### src/rtl/cclut_lookup_sched.sv
// Round-robin scheduler that shares the two CCLUT pattern-LUT read ports among NREQ
// pattern-finder requesters and returns each tagged result after a fixed latency.
module cclut_lookup_sched #(
   parameter int unsigned NREQ      = 4,
   parameter int unsigned MXIDB     = 3,
   parameter int unsigned MXPATC    = 11,
   parameter int unsigned MXKEYB    = 5,
   parameter int unsigned MXPIDB    = 4,
   parameter int unsigned MXDATB    = 9,
   parameter int unsigned LUT_LAT   = 1,
   parameter int unsigned INIT_WAIT = 16
) (
   input  logic                     clock,
   input  logic                     reset_n,
   input  logic                     pause,
   input  logic                     flush,
   input  logic [NREQ-1:0]          req,
   input  logic [NREQ*MXPATC-1:0]   req_carry,
   input  logic [NREQ*MXPIDB-1:0]   req_pid,
   input  logic [NREQ*MXKEYB-1:0]   req_key,
   output logic [NREQ-1:0]          gnt,
   output logic [MXPATC-1:0]        lut_carry0,
   output logic [MXPATC-1:0]        lut_carry1,
   output logic [MXPIDB-1:0]        lut_pid0,
   output logic [MXPIDB-1:0]        lut_pid1,
   input  logic [MXDATB-1:0]        lut_rd0,
   input  logic [MXDATB-1:0]        lut_rd1,
   output logic                     res_vld0,
   output logic                     res_vld1,
   output logic [MXIDB-1:0]         res_id0,
   output logic [MXIDB-1:0]         res_id1,
   output logic [MXKEYB-1:0]        res_key0,
   output logic [MXKEYB-1:0]        res_key1,
   output logic [MXDATB-1:0]        res_data0,
   output logic [MXDATB-1:0]        res_data1,
   output logic                     busy,
   output logic                     ready
);

   localparam int unsigned CNTW = (INIT_WAIT > 1) ? $clog2(INIT_WAIT) : 1;
   localparam int unsigned IDXW = MXIDB + 1;
   localparam int unsigned NST  = LUT_LAT + 1;

   typedef enum logic [1:0] {
      ST_INIT = 2'd0,
      ST_RUN  = 2'd1,
      ST_HOLD = 2'd2
   } state_t;

   state_t                         state_q, state_d;
   logic [CNTW-1:0]                cnt_q, cnt_d;
   logic [MXIDB-1:0]               rr_ptr_q, rr_ptr_d;
   logic                           ready_q, ready_d;
   logic                           busy_q, busy_d;

   logic [1:0][NST-1:0]              vld_q, vld_d;
   logic [1:0][NST-1:0][MXIDB-1:0]   id_q, id_d;
   logic [1:0][NST-1:0][MXKEYB-1:0]  key_q, key_d;
   logic [1:0][MXPATC-1:0]           lut_carry_q, lut_carry_d;
   logic [1:0][MXPIDB-1:0]           lut_pid_q, lut_pid_d;
   logic [1:0]                       res_vld_q, res_vld_d;
   logic [1:0][MXIDB-1:0]            res_id_q, res_id_d;
   logic [1:0][MXKEYB-1:0]           res_key_q, res_key_d;
   logic [1:0][MXDATB-1:0]           res_data_q, res_data_d;

   logic                           grant_en_c;
   logic                           flush_eff_c;
   logic [1:0]                     sel_vld_c;
   logic [1:0][MXIDB-1:0]          sel_idx_c;
   logic [IDXW-1:0]                scan_idx_c;
   logic                           scan_hit_c;
   logic [MXIDB-1:0]               last_idx_c;
   logic [NREQ-1:0]                gnt_c;
   logic [1:0][MXPATC-1:0]         sel_carry_c;
   logic [1:0][MXPIDB-1:0]         sel_pid_c;
   logic [1:0][MXKEYB-1:0]         sel_key_c;
   logic [1:0][MXDATB-1:0]         lut_rd_c;

   assign lut_rd_c    = {lut_rd1, lut_rd0};
   assign grant_en_c  = (state_q == ST_RUN) && !pause && !flush;
   assign flush_eff_c = flush && (state_q != ST_INIT);

   // Circular scan from rr_ptr: first request found takes port 0, second takes port 1.
   always_comb begin
      sel_vld_c  = '0;
      sel_idx_c  = '0;
      scan_idx_c = '0;
      scan_hit_c = 1'b0;
      for (int unsigned k = 0; k < NREQ; k++) begin
         scan_idx_c = IDXW'(rr_ptr_q) + IDXW'(k);
         if (scan_idx_c >= IDXW'(NREQ)) begin
            scan_idx_c = scan_idx_c - IDXW'(NREQ);
         end
         scan_hit_c = 1'b0;
         for (int unsigned i = 0; i < NREQ; i++) begin
            if ((scan_idx_c == IDXW'(i)) && req[i]) begin
               scan_hit_c = 1'b1;
            end
         end
         if (scan_hit_c) begin
            if (!sel_vld_c[0]) begin
               sel_vld_c[0] = 1'b1;
               sel_idx_c[0] = MXIDB'(scan_idx_c);
            end else if (!sel_vld_c[1]) begin
               sel_vld_c[1] = 1'b1;
               sel_idx_c[1] = MXIDB'(scan_idx_c);
            end
         end
      end
   end

   // Payload mux and grant vector for the selected requesters.
   always_comb begin
      sel_carry_c = '0;
      sel_pid_c   = '0;
      sel_key_c   = '0;
      gnt_c       = '0;
      for (int unsigned p = 0; p < 2; p++) begin
         for (int unsigned i = 0; i < NREQ; i++) begin
            if (sel_idx_c[p] == MXIDB'(i)) begin
               sel_carry_c[p] = req_carry[i*MXPATC +: MXPATC];
               sel_pid_c[p]   = req_pid[i*MXPIDB +: MXPIDB];
               sel_key_c[p]   = req_key[i*MXKEYB +: MXKEYB];
               if (grant_en_c && sel_vld_c[p]) begin
                  gnt_c[i] = 1'b1;
               end
            end
         end
      end
   end

   assign gnt = gnt_c;

   // Control FSM, settle counter and round-robin pointer.
   always_comb begin
      state_d    = state_q;
      cnt_d      = cnt_q;
      rr_ptr_d   = rr_ptr_q;
      last_idx_c = sel_vld_c[1] ? sel_idx_c[1] : sel_idx_c[0];
      unique case (state_q)
         ST_INIT: begin
            if (cnt_q == CNTW'(INIT_WAIT - 1)) begin
               state_d = ST_RUN;
               cnt_d   = '0;
            end else begin
               cnt_d = cnt_q + CNTW'(1);
            end
         end
         ST_RUN: begin
            if (pause) begin
               state_d = ST_HOLD;
            end
         end
         ST_HOLD: begin
            if (!pause) begin
               state_d = ST_RUN;
            end
         end
         default: begin
            state_d = ST_INIT;
         end
      endcase
      if (grant_en_c && sel_vld_c[0]) begin
         if ((IDXW'(last_idx_c) + IDXW'(1)) >= IDXW'(NREQ)) begin
            rr_ptr_d = '0;
         end else begin
            rr_ptr_d = last_idx_c + MXIDB'(1);
         end
      end
      ready_d = (state_d == ST_RUN);
   end

   // LUT address stage, tag pipeline and result capture.
   always_comb begin
      vld_d       = vld_q;
      id_d        = id_q;
      key_d       = key_q;
      lut_carry_d = lut_carry_q;
      lut_pid_d   = lut_pid_q;
      res_vld_d   = '0;
      res_id_d    = res_id_q;
      res_key_d   = res_key_q;
      res_data_d  = res_data_q;
      for (int unsigned p = 0; p < 2; p++) begin
         vld_d[p][0] = grant_en_c && sel_vld_c[p];
         id_d[p][0]  = sel_idx_c[p];
         key_d[p][0] = sel_key_c[p];
         for (int unsigned j = 1; j < NST; j++) begin
            vld_d[p][j] = vld_q[p][j-1];
            id_d[p][j]  = id_q[p][j-1];
            key_d[p][j] = key_q[p][j-1];
         end
         res_vld_d[p] = vld_q[p][NST-1] && !flush_eff_c;
         if (vld_q[p][NST-1]) begin
            res_id_d[p]   = id_q[p][NST-1];
            res_key_d[p]  = key_q[p][NST-1];
            res_data_d[p] = lut_rd_c[p];
         end
         if (flush_eff_c) begin
            vld_d[p] = '0;
         end
      end
      // An idle port 1 points at the blank ROM so its output is inert.
      if (grant_en_c && sel_vld_c[0]) begin
         lut_carry_d[0] = sel_carry_c[0];
         lut_pid_d[0]   = sel_pid_c[0];
         if (sel_vld_c[1]) begin
            lut_carry_d[1] = sel_carry_c[1];
            lut_pid_d[1]   = sel_pid_c[1];
         end else begin
            lut_pid_d[1] = {MXPIDB{1'b1}};
         end
      end
      busy_d = |vld_d;
   end

   always_ff @(posedge clock or negedge reset_n) begin
      if (!reset_n) begin
         state_q     <= ST_INIT;
         cnt_q       <= '0;
         rr_ptr_q    <= '0;
         ready_q     <= 1'b0;
         busy_q      <= 1'b0;
         vld_q       <= '0;
         id_q        <= '0;
         key_q       <= '0;
         lut_carry_q <= '0;
         lut_pid_q   <= '0;
         res_vld_q   <= '0;
         res_id_q    <= '0;
         res_key_q   <= '0;
         res_data_q  <= '0;
      end else begin
         state_q     <= state_d;
         cnt_q       <= cnt_d;
         rr_ptr_q    <= rr_ptr_d;
         ready_q     <= ready_d;
         busy_q      <= busy_d;
         vld_q       <= vld_d;
         id_q        <= id_d;
         key_q       <= key_d;
         lut_carry_q <= lut_carry_d;
         lut_pid_q   <= lut_pid_d;
         res_vld_q   <= res_vld_d;
         res_id_q    <= res_id_d;
         res_key_q   <= res_key_d;
         res_data_q  <= res_data_d;
      end
   end

   assign lut_carry0 = lut_carry_q[0];
   assign lut_carry1 = lut_carry_q[1];
   assign lut_pid0   = lut_pid_q[0];
   assign lut_pid1   = lut_pid_q[1];
   assign res_vld0   = res_vld_q[0];
   assign res_vld1   = res_vld_q[1];
   assign res_id0    = res_id_q[0];
   assign res_id1    = res_id_q[1];
   assign res_key0   = res_key_q[0];
   assign res_key1   = res_key_q[1];
   assign res_data0  = res_data_q[0];
   assign res_data1  = res_data_q[1];
   assign busy       = busy_q;
   assign ready      = ready_q;

endmodule

### config.mk
export PLATFORM = sky130hd
export DESIGN_NAME = cclut_lookup_sched
export DESIGN_NICKNAME = d
export VERILOG_FILES = /design/src/rtl/cclut_lookup_sched.sv
export SDC_FILE = /design/constraint.sdc
export NUM_CORES = 1
export LEC_CHECK = 0
export CAP_MARGIN = 20
export CORE_MARGIN = 5
export CORE_UTILIZATION = 43
export CTS_BUF_LIST = sky130_fd_sc_hd__clkbuf_16
export CTS_CLUSTER_DIAMETER = 40
export DETAILED_ROUTE_END_ITERATION = 10
export GPL_TIMING_DRIVEN = 0
export PLACE_DENSITY = 0.85
export SLEW_MARGIN = 20
export SYNTH_ARGS = -nofsm -noshare
export SYNTH_HDL_FRONTEND = slang
export SYNTH_SLANG_ARGS = --single-unit
### constraint.sdc
create_clock -name clock -period 4.4 [get_ports clock]
set_input_delay 0.88 -clock clock [delete_from_list [all_inputs] [get_ports clock]]
set_output_delay 0.88 -clock clock [all_outputs]
set_load 0.01 [all_outputs]
==> reports/metrics.csv, run 1 <==
metric,value,unit
Final WS setup,-73.68,ps
"leading cell types in the layout, fill and taps excluded","clkdlybuf4s50_1, dfrtp_1, mux2i_1",
Area growth syn-to-layout,51.53,%
Synth async-reset ratio,100.0,%
Root Buffer,clkbuf_16,
"top cells by area, synth","dfrtp_1, mux2_2, mux2i_1",
initial antenna violation count,0,
Die ar.,15830,sq um
fin crit share,101.7,%
core area,13190,sq um
"commonest non-fill, non-tap cell in the layout",clkdlybuf4s50_1,
CP startpoint,rr_ptr_q[0],
CP endpoint kind,primary output,
CTS Buf Count,17,
"Arr. time, crit path",3590,ps
Synth Area per Inst,12.01,sq um
#FFs+latches synth,113,
Worst-path clk slew,60,ps
"area leader, netlist",dfrtp_1,
Final Max Tran Viols,0,
H-tree levels,4,
post-synthesis mux area share,18.51,%
worst hold slack,340.9,ps
nets,814,
commonest register cell after synthesis,dfrtp_1,
gr usage total,22.50,%
largest net degree at the start of global routing,75,
TritonCTS clock tree,yes,
# fillers,939,
clock latency on the worst-skew pair,410,ps
xor/xnor share of the synthesized area,1.085,%
Peak VDD IR,0.4577,mV
LEAKAGE,3.741,nW
post-place instance area,7791,sq um
ant diodes,0,
GRT overflow,0,
main combinational cell family by area after synthesis,multiplexers,
Hold Buf Count CTS,0,
Worst Skew,7.816,ps
num rows,42,
hold path depth,0,
RSZ-0062 raised after global routing,yes,
Ys Warns,0,
slew of the pin with the lowest slew margin,832.6,ps
vias in the first global route,5451,
Mapped Nets,599,
drt initial violations,307,
layout cells sized above 1,23.87,%
cells after synthesis,480,
Starting Density,43.72,%
clk buf depth,2,
Max-Cap Viols,0,
vias per cell,5.656,
Worst Min Path Start,key_d[8],
Remaining DRCs,0,
GP Congestion,0.9307,
FMAX,0.2235,GHz
CTS sink cnt,113,
outcome,"finished, violations left",
chip height,125.8,um
hpwl dp,12850,um
sequential area share after synthesis,49.03,%
reg2reg path depth,18,
simple-gate share of the synthesized area,7.702,%
Worst setup SP type,flop,
pre-CTS WS,-868.0,ps
DR WL/cell,20.32,um
type of the tightest min-delay check,reg2reg,
first-pass GRT wire length,28520,um
endpoints failing hold,0,
Ports,178,
WP data required,3520,ps
final WL,17960,um
Post-synth EDFFs,0,
1st-pass router iterations,5,
Final Instance Area,8738,sq um
total negative slack,-144.5,ps
relative slew slack,44.12,%
Final min period,4474,ps
Final Setup Violations,2,
"Cell Area, Synth",5767,sq um
"critical path fanouts, max",4,
area share of the largest cell type after synthesis,49.03,%
failing checks,negative setup slack,
Crit Path Category,reg2out,
synth unique cells,59,
via count,5000,
pwr dens,857.1,nW/um^2
die width,125.8,um
Synth Area in Adders,3.016,%
Synth Area in Compound Gates,16.60,%
port bufs,177,
R2R Path Start,rr_ptr_q[0],
Routed Antenna Nets,0,
==> critical path, cell delays in order (launching register included) <==
cell	delay, ps
dfrtp_2	390
buf_8	120
inv_8	30
ha_4	170
xor2_4	180
ha_2	180
a21boi_4	140
or3_4	380
a21o_1	200
maj3_2	340
a211o_4	370
or3_4	370
o22ai_2	160
buf_2	160
==> cell usage after synthesis (3+ instances only) <==
cell type	count
dfrtp_1	113
mux2i_1	47
mux2_2	43
o21ai_0	24
nand2_1	20
o221ai_1	19
inv_1	18
nor2_1	14
ha_1	13
o22ai_1	13
clkbuf_1	12
o21ai_2	9
a2bb2oi_2	8
a21oi_1	7
a22oi_1	7
and2_1	7
nand2b_1	7
nand3_1	7
or3_1	7
a211oi_1	5
buf_2	5
mux4_2	5
nor2b_1	5
a2bb2oi_1	4
buf_6	4
or4_1	4
a21o_1	3
a22o_1	3
buf_4	3
nand3b_1	3
xnor2_1	3
==> layer usage <==
layer | track usage (%) | routed length, um | vias to the layer above
met3 | 7.113 | 1400 | 50
met2 | 39.14 | 8958 | 252
li1 | - | - | 2228
met5 | 0 | 0 | -
met4 | 8.896 | 576 | 0
met1 | 25.86 | 7024 | 2470
==> cell type report <==
| type | instances | area [sq um] | share of cell area [%] |
|---|---|---|---|
| tap | 176 | 220.2 | 2.520 |
| sequential | 113 | 2830 | 32.39 |
| clock inverter | 15 | 234.0 | 2.678 |
| clock buffer | 17 | 425.4 | 4.868 |
| timing repair buffer | 199 | 1938 | 22.18 |
| multi-input combinational | 320 | 2830 | 32.39 |
| buffer | 22 | 166.4 | 1.904 |
| inverter | 22 | 93.84 | 1.074 |
==> flip-flops by register name, summed over array words and instances (netlist names), 6 cells and up <==
register	flops
id_d	6
id_q	6
key_d	10
key_q	10
lut_carry0	11
lut_carry1	11
res_data0	9
res_data1	9
==> cells by family (layout without fill, tap and decap cells) <==
family / count (synthesis) / in the layout
AOI/OAI and AO/OA: 123 / 123
xor gates and xnor gates: 5 / 5
adders and majority gates: 14 / 14
buffers and inverters: 47 / 275
DFF: 113 / 113
muxes: 95 / 95
and+or+nand+nor: 83 / 83
==> power breakdown <==
part	switching [mW]	total, mW	internal [mW]	leakage (nW)
combinational	2.12	4.23	2.11	2.01
sequential	0.252	1.75	1.50	1.41
clock	0.505	1.52	1.01	0.321
==> metrics by stage <==
stage | power (mW) | std cells | util (%)
2_1_floorplan | 4.282 | 480 | -
3_3_place_gp | 5.522 | 833 | 58.85
6_report | 7.490 | 884 | 66.25
3_5_place_dp | 5.662 | 834 | 59.07
5_1_grt | 7.899 | 884 | 66.25
4_1_cts | 7.396 | 880 | 65.65
==> worst paths after layout <==
kind                                    end  slack, ps
worst max-delay path                 gnt[1]        -70
worst min-delay path               key_q[8]        340
worst max register to register  rr_ptr_q[0]        530
worst min register to register     key_q[8]        340
max in group asynchronous       rr_ptr_q[0]       3350
min in group asynchronous       res_key0[2]        370
==> what timing repair did <==
action                                  4_1_cts  5_1_grt
endpoints found under the setup margin        4        4
pin swaps                                     9        7
gates resized for setup                      51       16
buffers inserted                             17        4
gates cloned                                  0        0
Power figures use the tool's default switching activity.
==> run 2: changes to the inputs <==
--- a/config.mk
+++ b/config.mk
@@ -13,7 +13,6 @@
 export DETAILED_ROUTE_END_ITERATION = 10
 export GPL_TIMING_DRIVEN = 0
 export PLACE_DENSITY = 0.85
-export SLEW_MARGIN = 20
 export SYNTH_ARGS = -nofsm -noshare
 export SYNTH_HDL_FRONTEND = slang
 export SYNTH_SLANG_ARGS = --single-unit
==> run 2 against run 1 <==
  * Combinational power grew 2%
  * Core utilization grew 0.076 points
  * Register-to-register slack lost 70 ps
  * Clock power shrank 3%
  * Total power grew 0.86%
  * Largest power group unchanged
  * The flow still finishes with violations (negative setup slack)
  * Largest cell class is now multi-input gates
  * Final cell count grew 0.23%
  * First-iteration DRC count grew 39%
  * Hold slack is essentially flat
  * Cell area grew 0.11%
==> reports/metrics.csv, run 2 (synthesis gave the netlist of run 1 again) <==
metric,value,unit,change
outcome,"finished, violations left",,
failing checks,negative setup slack,,
Worst Skew,14.57,ps,+6.758 ps
RR Endpoint,rr_ptr_q[0],,
WP data required,3520,ps,about the same
largest net degree at the start of global routing,74,,-1.3%
fin crit share,102.8,%,+1.1 points
Max-Cap Viols,0,,unchanged
nets,817,,+0.37%
num rows,42,,unchanged
Peak VDD IR,0.4364,mV,-4.7%
multi-input combinational cell area,2843,sq um,+0.44%
CTS sink cnt,113,,unchanged
Root Buffer,clkbuf_16,,
RSZ-0062 raised after global routing,yes,,
pre-CTS WS,-876.2,ps,-8.181 ps
Hold Buf Count CTS,0,,unchanged
reg2reg path depth,18,,unchanged
GRT overflow,0,,unchanged
final core utilization,66.33,%,+0.076 points
slew of the pin with the lowest slew margin,845.5,ps,+12.93 ps
vias per cell,5.717,,+1.1%
"leading cell types in the layout, fill and taps excluded","clkdlybuf4s50_1, dfrtp_1, mux2i_1",,
Remaining DRCs,0,,unchanged
core area,13190,sq um,unchanged
initial antenna violation count,0,,unchanged
drt initial violations,428,,+39%
H-tree levels,4,,unchanged
Worst setup SP type,flop,,
die width,125.8,um,unchanged
FMAX,0.2212,GHz,-1.1%
CP endpoint kind,primary output,,
"Arr. time, crit path",3640,ps,+50 ps
gr usage total,22.84,%,+0.34 points
Routed Antenna Nets,0,,unchanged
layout cells sized above 1,24.23,%,+0.36 points
LEAKAGE,3.740,nW,about the same
TritonCTS clock tree,yes,,
hold path depth,0,,unchanged
hpwl dp,12860,um,about the same
DR WL/cell,20.79,um,+2.3%
ant diodes,0,,unchanged
via count,5065,,+1.3%
Worst-path clk slew,60,ps,about the same
clk buf depth,2,,unchanged
r2r setup slk,460,ps,-70 ps
CP startpoint,rr_ptr_q[0],,
Die ar.,15830,sq um,unchanged
CTS Buf Count,17,,unchanged
Final WS setup,-121.4,ps,-47.75 ps
relative slew slack,43.25,%,-0.87 points
"commonest non-fill, non-tap cell in the layout",clkdlybuf4s50_1,,
R2R Path Start,rr_ptr_q[0],,
Starting Density,43.72,%,unchanged
Worst Min Path Start,id_d[5],,
Area growth syn-to-layout,51.70,%,
Final Setup Violations,4,,+2
final WL,18420,um,+2.6%
Crit Path Category,reg2out,,
GP Congestion,0.9307,,unchanged
Final min period,4521,ps,+47.75 ps
"critical path fanouts, max",4,,unchanged
vias in the first global route,5430,,-0.39%
Pwr Total,7.554,mW,+0.86%
Post-Layout Cell Count,886,,+0.23%
dpl cells,834,,unchanged
clock latency on the worst-skew pair,420,ps,about the same
# fillers,957,,+1.9%
pwr dens,863.5,nW/um^2,+0.75%
first-pass GRT wire length,28840,um,+1.1%
port bufs,177,,unchanged
Ports,178,,unchanged
Min-Delay Endpoint,id_q[5],,
endpoints failing hold,0,,unchanged
1st-pass router iterations,5,,unchanged
chip height,125.8,um,unchanged
worst hold slack,340.5,ps,-0.4300 ps
Final Max Tran Viols,0,,unchanged
Register Area,2830,sq um,unchanged
type of the tightest min-delay check,reg2reg,,
run 2: cell types whose count changed in the layout (fill, tap and decap cells not counted), sizes merged:
cell	delta
bufinv	-1
buf	+3
clkinv	-1
clkinvlp	+1
run 2: repair_timing:
item,CTS,global route
endpoints found under the setup margin,4,4
pin swaps,9,6
buffers inserted,19,5
gates resized for setup,58,11
run 2: final cells by class:
| class | count | share of cell area [%] |
|---|---|---|
| Inverter | 22 | 1.087 |
| Tap cell | 176 | 2.517 |
| Buffer | 22 | 1.902 |
| Multi-Input combinational cell | 320 | 32.49 |
| Clock buffer | 17 | 4.863 |
| Sequential cell | 113 | 32.35 |
| Timing Repair Buffer | 202 | 22.41 |
| Clock inverter | 14 | 2.374 |
run 2: how the worst max path moves through the flow:
stage / endpoint / cells past startpoint
5_1_grt: gnt[0] / 13
4_1_cts: gnt[1] / 13
3_5_place_dp: gnt[2] / 16
2_1_floorplan: gnt[0] / 13
6_report: gnt[0] / 13
3_3_place_gp: lut_carry0[8] / 1
run 2: power by group:
group,switching (mW),internal [mW],total [mW]
clock,0.521,0.954,1.47
sequential,0.256,1.50,1.75
combinational,2.16,2.17,4.33
run 2: metrics by stage:
stage | TNS, ps | area (sq um)
3_3_place_gp | -190600 | 7762
6_report | -238.1 | 8748
5_1_grt | -472.9 | 8748
3_5_place_dp | -3330 | 7787
2_1_floorplan | 0 | 5771
4_1_cts | -391.4 | 8678
run 2: worst max-delay path, cell delays in order (launching register included):
cell and delay [ps]:
dfrtp_2 430, buf_8 130, inv_8 40, ha_4 150, xor2_4 160, inv_1 90, ha_4 220, or3_4 390
a21o_1 200, maj3_2 340, a211o_4 360, or3_4 380, o22ai_1 180, buf_2 160
run 2: routing by layer:
layer / share of wire, % / vias up / global-route usage [%]
li1: - / 2225 / -
met1: 39 / 2524 / 26.40
met2: 51 / 276 / 40.03
met3: 8.0 / 40 / 6.816
met4: 2.6 / 0 / 8.707
met5: 0 / - / 0
==> run 3: changes to the inputs <==
--- a/config.mk
+++ b/config.mk
@@ -8,8 +8,6 @@
 export CAP_MARGIN = 20
 export CORE_MARGIN = 5
 export CORE_UTILIZATION = 43
-export CTS_BUF_LIST = sky130_fd_sc_hd__clkbuf_16
-export CTS_CLUSTER_DIAMETER = 40
 export DETAILED_ROUTE_END_ITERATION = 10
 export GPL_TIMING_DRIVEN = 0
 export PLACE_DENSITY = 0.85
==> results of run 3 <==
Final layout, timing and power as in run 2 (identical DEF).
